<file path="config.mk">
export PLATFORM = sky130hd
export DESIGN_NAME = song_ctrl
export DESIGN_NICKNAME = d
export VERILOG_FILES = /design/src/rtl/song_ctrl.sv
export SDC_FILE = /design/constraint.sdc
export NUM_CORES = 1
export LEC_CHECK = 0
export BUFFER_PORTS_ARGS = -buffer_cell sky130_fd_sc_hd__buf_4
export CAP_MARGIN = 0
export CORE_MARGIN = 3
export CORE_UTILIZATION = 63
export DETAILED_ROUTE_END_ITERATION = 7
export GPL_TIMING_DRIVEN = 0
export PLACE_DENSITY = 0.82
export SLEW_MARGIN = 10
export SYNTH_ARGS = -nofsm -noshare
export SYNTH_HDL_FRONTEND = slang
export SYNTH_SLANG_ARGS = --single-unit
</file>
<file path="constraint.sdc">
create_clock -name clk -period 3.8 [get_ports clk]
set_input_delay 0.19 -clock clk [delete_from_list [all_inputs] [get_ports clk]]
set_output_delay 0.19 -clock clk [all_outputs]
set_load 0.05 [all_outputs]
</file>
<file path="src/rtl/song_ctrl.sv">
// song_ctrl: session controller for the LED-matrix song player.
// Latches the song choice, sequences ARM/PLAY/PAUSE/DONE/ABORT, runs the
// play watchdog and DONE hold timer, and counts completed songs.
// All outputs are registered and decoded from the next state.
//
// state | meaning
// ------+-----------------------------------------------------------
// IDLE  | no song; btn_sel cycles selection, btn_start arms
// ARM   | one cycle loader clear, watchdog loaded with 0
// PLAY  | song driven, watchdog counting active cycles
// PAUSE | song held, loader frozen via hold, watchdog frozen
// DONE  | done asserted for DONE_HOLD cycles, buttons ignored
// ABORT | one cycle loader clear, then back to IDLE
module song_ctrl #(
    parameter logic [31:0] TIMEOUT   = 32'd20_000_000,
    parameter logic [31:0] DONE_HOLD = 32'd50_000_000
) (
    input  logic       clk,
    input  logic       rst,
    input  logic       btn_sel,
    input  logic       btn_start,
    input  logic       btn_pause,
    input  logic       btn_stop,
    input  logic       finish,
    output logic [1:0] song,
    output logic [1:0] sel_song,
    output logic       loader_rst,
    output logic       hold,
    output logic       playing,
    output logic       done,
    output logic       error,
    output logic [7:0] play_cnt
);

    typedef enum logic [2:0] {
        S_IDLE  = 3'd0,
        S_ARM   = 3'd1,
        S_PLAY  = 3'd2,
        S_PAUSE = 3'd3,
        S_DONE  = 3'd4,
        S_ABORT = 3'd5
    } state_t;

    state_t      state_q, state_d;
    logic [1:0]  sel_q, sel_d;
    logic [31:0] wd_q, wd_d;
    logic [31:0] hc_q, hc_d;
    logic        err_q, err_d;
    logic [7:0]  cnt_q, cnt_d;
    logic [1:0]  song_q, song_d;
    logic        lrst_q, lrst_d;
    logic        hold_q, hold_d;
    logic        playing_q, playing_d;
    logic        done_q, done_d;

    // Next-state, counter and registered-output decode.
    always_comb begin
        state_d = state_q;
        sel_d   = sel_q;
        wd_d    = wd_q;
        hc_d    = hc_q;
        err_d   = err_q;
        cnt_d   = cnt_q;
        case (state_q)
            S_IDLE: begin
                if (btn_start) begin
                    state_d = S_ARM;
                    err_d   = 1'b0;
                end else if (btn_sel) begin
                    sel_d = (sel_q == 2'd3) ? 2'd1 : sel_q + 2'd1;
                end
            end
            S_ARM: begin
                wd_d    = '0;
                state_d = S_PLAY;
            end
            S_PLAY: begin
                if (finish) begin
                    state_d = S_DONE;
                    hc_d    = '0;
                    if (cnt_q != 8'hFF) cnt_d = cnt_q + 8'd1;
                end else if (btn_stop) begin
                    state_d = S_ABORT;
                end else if (wd_q == TIMEOUT - 32'd1) begin
                    state_d = S_ABORT;
                    err_d   = 1'b1;
                end else begin
                    // Saturate rather than wrap if TIMEOUT is degenerate.
                    if (wd_q != '1) wd_d = wd_q + 32'd1;
                    if (btn_pause) state_d = S_PAUSE;
                end
            end
            S_PAUSE: begin
                if (finish) begin
                    state_d = S_DONE;
                    hc_d    = '0;
                    if (cnt_q != 8'hFF) cnt_d = cnt_q + 8'd1;
                end else if (btn_stop) begin
                    state_d = S_ABORT;
                end else if (btn_pause) begin
                    state_d = S_PLAY;
                end
            end
            S_DONE: begin
                if (hc_q == DONE_HOLD - 32'd1) begin
                    state_d = S_IDLE;
                end else if (hc_q != '1) begin
                    hc_d = hc_q + 32'd1;
                end
            end
            S_ABORT: begin
                state_d = S_IDLE;
            end
            default: begin
                state_d = S_IDLE;
            end
        endcase

        song_d    = (state_d == S_PLAY || state_d == S_PAUSE) ? sel_d : 2'd0;
        lrst_d    = (state_d == S_ARM || state_d == S_ABORT);
        hold_d    = (state_d == S_PAUSE);
        playing_d = (state_d == S_PLAY || state_d == S_PAUSE);
        done_d    = (state_d == S_DONE);
    end

    // State, counters and output registers with asynchronous reset.
    always_ff @(posedge clk or posedge rst) begin
        if (rst) begin
            state_q   <= S_IDLE;
            sel_q     <= 2'd1;
            wd_q      <= '0;
            hc_q      <= '0;
            err_q     <= 1'b0;
            cnt_q     <= '0;
            song_q    <= 2'd0;
            lrst_q    <= 1'b0;
            hold_q    <= 1'b0;
            playing_q <= 1'b0;
            done_q    <= 1'b0;
        end else begin
            state_q   <= state_d;
            sel_q     <= sel_d;
            wd_q      <= wd_d;
            hc_q      <= hc_d;
            err_q     <= err_d;
            cnt_q     <= cnt_d;
            song_q    <= song_d;
            lrst_q    <= lrst_d;
            hold_q    <= hold_d;
            playing_q <= playing_d;
            done_q    <= done_d;
        end
    end

    assign song       = song_q;
    assign sel_song   = sel_q;
    assign loader_rst = lrst_q;
    assign hold       = hold_q;
    assign playing    = playing_q;
    assign done       = done_q;
    assign error      = err_q;
    assign play_cnt   = cnt_q;

endmodule

</file>
==> results of run 1 <==
## cell families (layout without fill, tap and decap cells)
| kind of cell | count (synthesis) | after routing | synth area share, % |
|---|---|---|---|
| adder cells (fa/ha/maj) | 4 | 4 | 1.10 |
| AO/OA/AOI/OAI | 67 | 67 | 9.25 |
| multiplexers | 11 | 11 | 2.45 |
| AND/OR/NAND/NOR | 250 | 250 | 32.0 |
| buffers and inverters | 25 | 66 | 2.78 |
| XOR/XNOR | 32 | 32 | 6.17 |
| flip-flops | 84 | 84 | 46.3 |
## per-layer routing
metal  share of wire [%]  vias up  track usage [%]  routed length (um)
li1                    -     1809                -                   -
met3                 5.0       14             4.56                 481
met1                  49     1783             37.0                4760
met5                   0        -                0                   0
met4                 1.4        0             8.42                 138
met2                  44      113             37.2                4290
## worst min path at each step
stage	startpoint	end	slack, ns	cells after the start
after floorplan	btn_start	error$_DFFE_PP0P_	0.27	1
after global routing	btn_start	error$_DFFE_PP0P_	0.03	2
after global placement	btn_start	error$_DFFE_PP0P_	0.38	2
after CTS	btn_start	error$_DFFE_PP0P_	0.01	2
after detailed placement	rst	play_cnt[3]$_DFFE_PP0P_	0.24	2
final	btn_start	error$_DFFE_PP0P_	0.03	2
## power by group
part / total (uW) / internal, uW / switching (uW)
clock: 741 / 425 / 317
sequential: 1110 / 1010 / 101
combinational: 888 / 286 / 602
## critical path: cells and delay by family (launching register included)
kind	cells	cell delay (ns)
adders and majority gates	1	0.24
DFF	1	0.42
buffers and inverters	1	0.26
and+or+nand+nor	6	1.55
## placed cells by master, fill, tap and decap left out, types with 3 or more instances in the layout
master,count
dfrtp_1,83
nand2_1,57
nor2_1,35
nand4_1,24
buf_4,24
nand3_1,23
a21oi_1,20
xnor2_1,18
xor2_1,14
and2_1,13
or3_1,13
o21ai_0,12
nor4_1,12
clkbuf_8,12
and3_1,11
or4_1,11
mux2i_1,10
inv_1,10
nor3_1,8
clkbuf_1,7
o211ai_1,6
and4_1,6
nor4b_1,6
nand2b_1,5
a21o_1,5
o21ai_1,5
or2_2,4
buf_2,4
ha_1,4
a31oi_1,3
o31ai_1,3
## registers in the layout, summed over array words and instances (netlist names)
register    flops
hc_q           32
play_cnt        8
playing         1
sel_song        2
loader_rst      1
wd_q           32
song            2
state_q         3
done            1
hold            1
error           1
## final cells by class
class	count	area, sq um	share of cell area [%]
Buffer	13	81.3	1.59
Inverter	12	47.5	0.930
Timing Repair Buffer	25	210	4.11
Clock inverter	3	67.6	1.32
Multi-Input combinational cell	364	2320	45.3
Clock buffer	13	169	3.30
Sequential cell	84	2100	41.1
Tap cell	96	120	2.35
## stage by stage
stage               hold slack [ns]  instance area (sq um)  instances  power (uW)  util (%)
finish                       0.0252                   5110        610        2740      74.1
detailed placement            0.244                   4870        593        2010      70.5
CTS                          0.0138                   5110        610        2760      74.1
global route                 0.0271                   5110        610        2890      74.1
floorplan                     0.275                   4550        473        1750         -
global placement              0.383                   4840        592        1980      70.1
==> out/metrics.yaml, run 1 <==
clocking:
  clkSlewWorstSetupHoldPaths_ns: 0.08
  htreeDepth: 3
  post_cts_buffers: 0
  cts_tree: "done"
  cts-resized-gates: 0
  root_buffer: "clkbuf_8"
  cts_buffers: 9
  clkLatencyLatePin_ns: 0.35
  clockBufferDepth: 2
  holdBufCountCts: 1
  cts.sinks: 84
power:
  irDropWorstVdd_mv: 0.394
  power_density_nw_per_um2: 536
  p_leak_uw: 0.00225
yosys:
  ys_top_cells_by_count: "83 x dfrtp_1, 57 x nand2_1, 35 x nor2_1"
  synth_warnings: 0
  synth_most_common_cell: "dfrtp_1"
  synth_top_area_cell: "dfrtp_1"
  synth_edf_count: 0
  synth-seq-area-share_pct: 46.3
  synth.distinct_cells: 61
  synth_area_leaders: "dfrtp_1 46%, nand2_1 4.7%, xnor2_1 3.5%, nand4_1 3.3%, nor2_1 2.9%"
  netlist_area_sq_um: 4550
  synthArstFlopShare_pct: 100
  ys_ff_latch: 84
  synthesis.nets: 484
  synth_top_area_share_pct: 45.7
  syn_inst: 473
  synth_ff_type: "dfrtp_1"
  syn_area_per_cell_sq_um: 9.61
status:
  outcome: "finished clean"
placed_design:
  hpwl_um: 6870
  port_buffers: 23
  gp_congestion: 0.865
  dp_slack_ns: 1.26
floorplan:
  coreArea_sq_um: 6910
  die_y_um: 90.9
  rows: 30
  die_w_um: 90.9
  pin_count: 24
  start_util_pct: 65.8
  dieArea_sq_um: 8270
layout:
  drive_gt1_share_pct: 14.0
  num-nets-final: 520
  area_delta_synth_final_pct: 12.5
  fillers: 505
  antennaDiodeCount: 0
critical_path:
  reg2reg_to: "wd_q[13]$_DFFE_PP0P_"
  worst_r2r_path_depth: 8
  crit_top_cell: "nand3_1"
  path_class: "reg2reg"
  crit_start: "wd_q[0]$_DFFE_PP0P_"
  required_ns: 4.03
  critPathMaxFanout: 10
  startpoint_type: "register"
  timing.rr.start: "wd_q[0]$_DFFE_PP0P_"
  crit_chain: "ha_1 -> nand3_1 -> nor4_4 -> nand4_2 -> nand3_1 -> buf_2 -> or4_1 -> nand2_1"
  critPathCaptureType: "register"
  cp_slowest_cell: "nor4_4"
  crit_end: "wd_q[13]$_DFFE_PP0P_"
  slowest_delay_ns: 0.56
  worst_ep_arrival_time_ns: 2.82
  r2r_slack_ns: 1.20
timing:
  fin_crit_ns: 2.60
  slew_violations: 0
  hold_viol_final: 0
  finalSetupViolations: 0
  clock.fmax_ghz: 0.385
  rsz0062_at_grt: "no"
  fin_skew_ns: 0.00562
  fin_ws_ns: 1.20
  relSlewSlack_pct: 47.6
  fin_setup_tns_ns: 0
  worst_pin_slew_ns: 0.784
  period_share_pct: 68.3
detailed_routing:
  ant_nets: 0
  drt_iter0_drc: 318
  vias_per_cell: 6.10
  finalWirelength_um: 9670
  drc: 0
  wl_per_cell_um: 15.9
  vias: 3719
  dr.pass1.iters: 5
min_path:
  hp-class: "in2reg"
grt:
  gr-total-overflow: 0
  antenna_found_initial: 0
  grt_pass1_vias: 3533
  grt_first_pass_wirelength_um: 16900
  grt_max_degree: 54
  gr-usage-all-layers_pct: 25.0
run:
  max-cap-violations: 0
Power figures use the tool's default switching activity.
==> run 2, diff against run 1 <==
--- a/config.mk
+++ b/config.mk
@@ -5,13 +5,14 @@
 export SDC_FILE = /design/constraint.sdc
 export NUM_CORES = 1
 export LEC_CHECK = 0
+export ABC_AREA = 1
 export BUFFER_PORTS_ARGS = -buffer_cell sky130_fd_sc_hd__buf_4
 export CAP_MARGIN = 0
 export CORE_MARGIN = 3
 export CORE_UTILIZATION = 63
 export DETAILED_ROUTE_END_ITERATION = 7
 export GPL_TIMING_DRIVEN = 0
-export PLACE_DENSITY = 0.82
+export PLACE_DENSITY = 0.81
 export SLEW_MARGIN = 10
 export SYNTH_ARGS = -nofsm -noshare
 export SYNTH_HDL_FRONTEND = slang
==> constraint.sdc (replaced) <==
create_clock -name clk -period 2.5 [get_ports clk]
set_input_delay 0.125 -clock clk [delete_from_list [all_inputs] [get_ports clk]]
set_output_delay 0.125 -clock clk [all_outputs]
set_load 0.05 [all_outputs]
==> out/metrics.yaml, run 2 <==
status:
  outcome: "finished clean"
yosys:
  synth_ff_type: "dfrtp_1"
  syn_inst: 945
  synth_top_area_share_pct: 35.1
  synthArstFlopShare_pct: 100
  synth_area_leaders: "dfrtp_1 35%, nand2_1 26%, nor2_1 12%, nand3_1 5.4%, inv_1 5.1%"
  synth-seq-area-share_pct: 35.6
  netlist_area_sq_um: 5910
  synth_top_area_cell: "dfrtp_1"
  synth_most_common_cell: "nand2_1"
  synth.distinct_cells: 32
  synth_warnings: 0
  syn_area_per_cell_sq_um: 6.26
  ys_ff_latch: 84
  ys_top_cells_by_count: "407 x nand2_1, 182 x nor2_1, 83 x dfrtp_1"
  synth_edf_count: 0
  synthesis.nets: 956
layout:
  layout_common_cells: "407 x nand2_1, 182 x nor2_1, 83 x dfrtp_1"
  drive_gt1_share_pct: 10.1
  fillers: 775
  antennaDiodeCount: 0
  area_delta_synth_final_pct: 9.75
  post-route-util_pct: 72.7
  final_common_cell: "nand2_1"
  num-nets-final: 992
critical_path:
  required_ns: 2.76
  critPathMaxFanout: 10
  startpoint_type: "register"
  path_class: "reg2reg"
  worst_ep_arrival_time_ns: 2.37
  critPathCaptureType: "register"
detailed_routing:
  vias: 5837
  vias_per_cell: 5.34
  dr.pass1.iters: 5
  drc: 0
  ant_nets: 0
  drt_iter0_drc: 309
  wl_per_cell_um: 13.2
  finalWirelength_um: 14500
grt:
  gr-total-overflow: 0
  grt_first_pass_wirelength_um: 24600
  antenna_found_initial: 0
  grt_pass1_vias: 5505
  gr-usage-all-layers_pct: 29.3
  grt_max_degree: 54
timing:
  fin_skew_ns: 0.0137
  finalSetupViolations: 0
  clock.fmax_ghz: 0.473
  whs_ns: 0.0687
  relSlewSlack_pct: 63.5
  period_share_pct: 84.6
  rsz0062_at_grt: "no"
  worst_pin_slew_ns: 0.548
  slew_violations: 0
  hold_viol_final: 0
  fin_crit_ns: 2.12
floorplan:
  die_w_um: 103
  coreArea_sq_um: 8930
  start_util_pct: 66.2
  pin_count: 24
  die_y_um: 103
  rows: 34
  dieArea_sq_um: 10600
placed_design:
  gp_congestion: 1.00
  hpwl_um: 11200
  port_buffers: 23
power:
  irDropWorstVdd_mv: 0.850
  p_leak_uw: 0.00303
  power_density_nw_per_um2: 774
  power_uw: 5020
clocking:
  clockBufferDepth: 2
  cts_tree: "done"
  htreeDepth: 3
  cts-resized-gates: 0
  post_cts_buffers: 0
  holdBufCountCts: 1
  cts_buffers: 9
  root_buffer: "clkbuf_8"
  cts.sinks: 84
  clkSlewWorstSetupHoldPaths_ns: 0.09
  clkLatencyLatePin_ns: 0.37
run:
  max-cap-violations: 0
min_path:
  hp-class: "in2reg"
==> run 2: area by class of cell <==
| class | instances | area (sq um) | area share (%) |
|---|---|---|---|
| clock inverter | 7 | 105 | 1.62 |
| clock buffer | 9 | 124 | 1.91 |
| sequential | 84 | 2100 | 32.4 |
| inverter | 85 | 324 | 4.99 |
| buffer | 19 | 128 | 1.97 |
| tap | 108 | 135 | 2.08 |
| timing repair buffer | 25 | 210 | 3.24 |
| multi-input combinational | 757 | 3360 | 51.8 |
==> run 2: per-layer routing <==
layer	vias to the layer above	global-route usage, %	wire length, um
met3	51	4.87	703
met5	-	0	0
met4	0	14.1	561
met2	180	50.5	7200
li1	2964	-	-
met1	2642	35.6	6030
==> run 2: stage by stage <==
step	setup TNS (ns)	setup WS [ns]	area, sq um	cells
detailed placement	0	0.403	6250	1077
floorplan	0	0.212	5910	945
CTS	0	0.387	6490	1094
global placement	-61.50	-0.747	6220	1076
finish	0	0.385	6490	1094
global route	0	0.204	6490	1094
==> run 2: logic make-up (layout without fill, tap and decap cells) <==
group | count (synthesis) | in the layout | share of synthesized area [%]
flops | 84 | 84 | 35.6
simple gates | 711 | 711 | 50.7
xor+xnor | 25 | 25 | 3.70
fa+ha+maj | 4 | 4 | 0.846
compound gates | 17 | 17 | 1.63
buf+inv | 104 | 145 | 7.59
==> run 2: worst paths after layout <==
check	startpoint	endpoint	slack [ns]	cells after the start
max	wd_q[0]$_DFFE_PP0P_	wd_q[18]$_DFFE_PP0P_	0.38	11
min	finish	loader_rst$_DFF_PP0_	0.07	4
max reg2reg	wd_q[0]$_DFFE_PP0P_	wd_q[18]$_DFFE_PP0P_	0.38	11
min reg2reg	wd_q[1]$_DFFE_PP0P_	wd_q[1]$_DFFE_PP0P_	0.51	2
max in group asynchronous	rst	wd_q[6]$_DFFE_PP0P_	1.55	4
min in group asynchronous	rst	play_cnt[5]$_DFFE_PP0P_	0.33	3
==> run 2: worst max-delay path, cell delays in order, from the launching register on <==
cell and delay [ns]:
dfrtp_1 0.47, ha_1 0.35, inv_2 0.08, nor2_4 0.20
nand2_4 0.11, nor2_2 0.19, nand3_4 0.15, nand2_4 0.12
nor2_2 0.08, buf_6 0.15, nand2_1 0.06, nand2_1 0.05
==> run 2: power breakdown <==
group          internal [uW]  switching, uW
registers               1580            248
logic                    612           1460
clock network            578            548
total                   2770           2260
==> run 3, diff against run 2 <==
--- a/config.mk
+++ b/config.mk
@@ -5,14 +5,14 @@
 export SDC_FILE = /design/constraint.sdc
 export NUM_CORES = 1
 export LEC_CHECK = 0
-export ABC_AREA = 1
+export ABC_AREA = 0
 export BUFFER_PORTS_ARGS = -buffer_cell sky130_fd_sc_hd__buf_4
 export CAP_MARGIN = 0
 export CORE_MARGIN = 3
-export CORE_UTILIZATION = 63
+export CORE_UTILIZATION = 61
 export DETAILED_ROUTE_END_ITERATION = 7
 export GPL_TIMING_DRIVEN = 0
-export PLACE_DENSITY = 0.81
+export PLACE_DENSITY = 0.8
 export SLEW_MARGIN = 10
 export SYNTH_ARGS = -nofsm -noshare
 export SYNTH_HDL_FRONTEND = slang
==> constraint.sdc (replaced) <==
create_clock -name clk -period 2.15 [get_ports clk]
set_input_delay 0.1075 -clock clk [delete_from_list [all_inputs] [get_ports clk]]
set_output_delay 0.1075 -clock clk [all_outputs]
set_load 0.05 [all_outputs]
==> out/metrics.yaml, run 3 (synthesis results as in run 1) <==
status:
  outcome: "finished, violations left"
  failed_checks: "negative setup slack"
clocking:
  clockBufferDepth: 2
  clkSlewWorstSetupHoldPaths_ns: 0.08
  cts.sinks: 84
  clkLatencyLatePin_ns: 0.36
  cts_tree: "done"
  htreeDepth: 3
  cts_buffers: 9
  root_buffer: "clkbuf_8"
layout:
  area_delta_synth_final_pct: 27.2
  drive_gt1_share_pct: 26.7
  final_common_cell: "dfrtp_1"
  num-nets-final: 561
  layout_common_cells: "80 x dfrtp_1, 61 x buf_4, 54 x nand2_1"
  antennaDiodeCount: 0
  multi_input_area_sq_um: 2610
  post-route-util_pct: 82.4
  fillers: 406
  layout.cells.non_filler: 651
  ff_latch_area_sq_um: 2110
min_path:
  hp-start: "btn_stop"
  hp-class: "in2reg"
  holdPathEnd: "state_q[1]$_DFF_PP0_"
  whs_path_depth: 3
detailed_routing:
  wl_per_cell_um: 18.2
  vias: 4091
  finalWirelength_um: 11900
  drt_iter0_drc: 373
  ant_nets: 0
  vias_per_cell: 6.28
  dr.pass1.iters: 5
  drc: 0
critical_path:
  startpoint_type: "register"
  r2r_slack_ns: -0.13
  reg2reg_to: "hold$_DFF_PP0_"
  critPathCaptureType: "register"
  path_class: "reg2reg"
  worst_r2r_path_depth: 7
  worst_ep_arrival_time_ns: 2.58
  required_ns: 2.45
  timing.rr.start: "wd_q[29]$_DFFE_PP0P_"
  critPathMaxFanout: 3
floorplan:
  die_w_um: 92.3
  rows: 30
  coreArea_sq_um: 7020
  die_y_um: 92.3
  start_util_pct: 64.8
  dieArea_sq_um: 8520
  pin_count: 24
power:
  p_leak_uw: 0.00256
  power_uw: 5320
  power_density_nw_per_um2: 920
  irDropWorstVdd_mv: 0.806
timing:
  worst_pin_slew_ns: 0.569
  period_share_pct: 106
  fin_crit_ns: 2.28
  slew_violations: 0
  hold_viol_final: 0
  fin_skew_ns: 0.0138
  finalSetupViolations: 17
  rsz0062_at_grt: "yes"
  fin_ws_ns: -0.132
  relSlewSlack_pct: 62.1
  clock.fmax_ghz: 0.438
grt:
  gr-total-overflow: 0
  antenna_found_initial: 0
  grt_first_pass_wirelength_um: 17500
  grt_max_degree: 38
  gr-usage-all-layers_pct: 25.8
  grt_pass1_vias: 3690
run:
  max-cap-violations: 0
placed_design:
  gp_congestion: 0.885
  port_buffers: 23
  dp.cells: 594
  hpwl_um: 7070
==> run 3: cell types whose count changed in the layout (fill, tap and decap cells not counted), moves of 10 or more <==
| cell | before | now |
|---|---|---|
| a21oi_1 | 6 | 19 |
| and2_1 | 0 | 13 |
| and3_1 | 0 | 10 |
| buf_4 | 26 | 61 |
| inv_1 | 80 | 10 |
| mux2i_1 | 0 | 10 |
| nand2_1 | 407 | 54 |
| nand2_2 | 13 | 3 |
| nand3_1 | 64 | 20 |
| nand4_1 | 9 | 24 |
| nor2_1 | 182 | 34 |
| or3_1 | 0 | 12 |
| or4_1 | 0 | 10 |
==> run 3: how the worst max path moves through the flow <==
stage                          from                   end  cells past startpoint
2_1_floorplan   wd_q[0]$_DFFE_PP0P_   wd_q[0]$_DFFE_PP0P_                      9
3_3_place_gp    wd_q[0]$_DFFE_PP0P_  wd_q[17]$_DFFE_PP0P_                      8
3_5_place_dp    wd_q[0]$_DFFE_PP0P_  wd_q[17]$_DFFE_PP0P_                      8
4_1_cts        wd_q[29]$_DFFE_PP0P_   wd_q[2]$_DFFE_PP0P_                      8
5_1_grt        wd_q[26]$_DFFE_PP0P_        hold$_DFF_PP0_                      7
6_report       wd_q[29]$_DFFE_PP0P_        hold$_DFF_PP0_                      7
==> run 3: power breakdown <==
| group | switching (uW) | internal, uW | total (uW) |
|---|---|---|---|
| sequential | 188 | 1790 | 1970 |
| combinational | 1230 | 738 | 1970 |
| clock | 575 | 800 | 1380 |
==> run 3: final cells by class <==
cell class	count	area share, %
flip-flops and latches	84	36.5
well taps	96	2.08
multi-input cells	364	45.2
plain buffers	12	1.56
repair buffers	67	9.72
clock inverters	5	1.73
inverters	12	0.844
clock buffers	11	2.45
==> run 3: worst max-delay path: stages, from the launching register on <==
cell,delay [ns]
dfrtp_1,0.38
or4_4,0.58
nor2_2,0.12
or4b_4,0.52
a211oi_2,0.26
a21oi_2,0.09
inv_1,0.14
and2_1,0.14
==> run 3: metal layers <==
metal  share of wire (%)  global-route usage (%)  vias up
li1                    -                       -     1887
met4                 2.6                    8.17        0
met3                 7.3                    4.79       35
met2                  47                    39.6      193
met5                   0                       0        -
met1                  43                    37.2     1976
==> run 3: through the flow <==
| stage | setup slack [ns] | hold WS (ns) | setup TNS [ns] | instance area (sq um) |
|---|---|---|---|---|
| 3_3_place_gp | -0.319 | 0.307 | -6.35 | 4850 |
| 6_report | -0.132 | 0.191 | -1.23 | 5780 |
| 2_1_floorplan | 0.0124 | 0.192 | 0 | 4550 |
| 4_1_cts | -0.0859 | 0.167 | -0.468 | 5430 |
| 5_1_grt | -0.280 | 0.192 | -4.56 | 5780 |
| 3_5_place_dp | -0.333 | 0.166 | -7.43 | 4890 |
==> run 3: timing repair <==
action | CTS | global route
pin swaps | 7 | 18
gates resized for setup | 30 | 28
setup endpoints to repair | 53 | 67
hold endpoints to repair | 20 | 0
buffers inserted | 15 | 25
hold buffers | 2 | 0
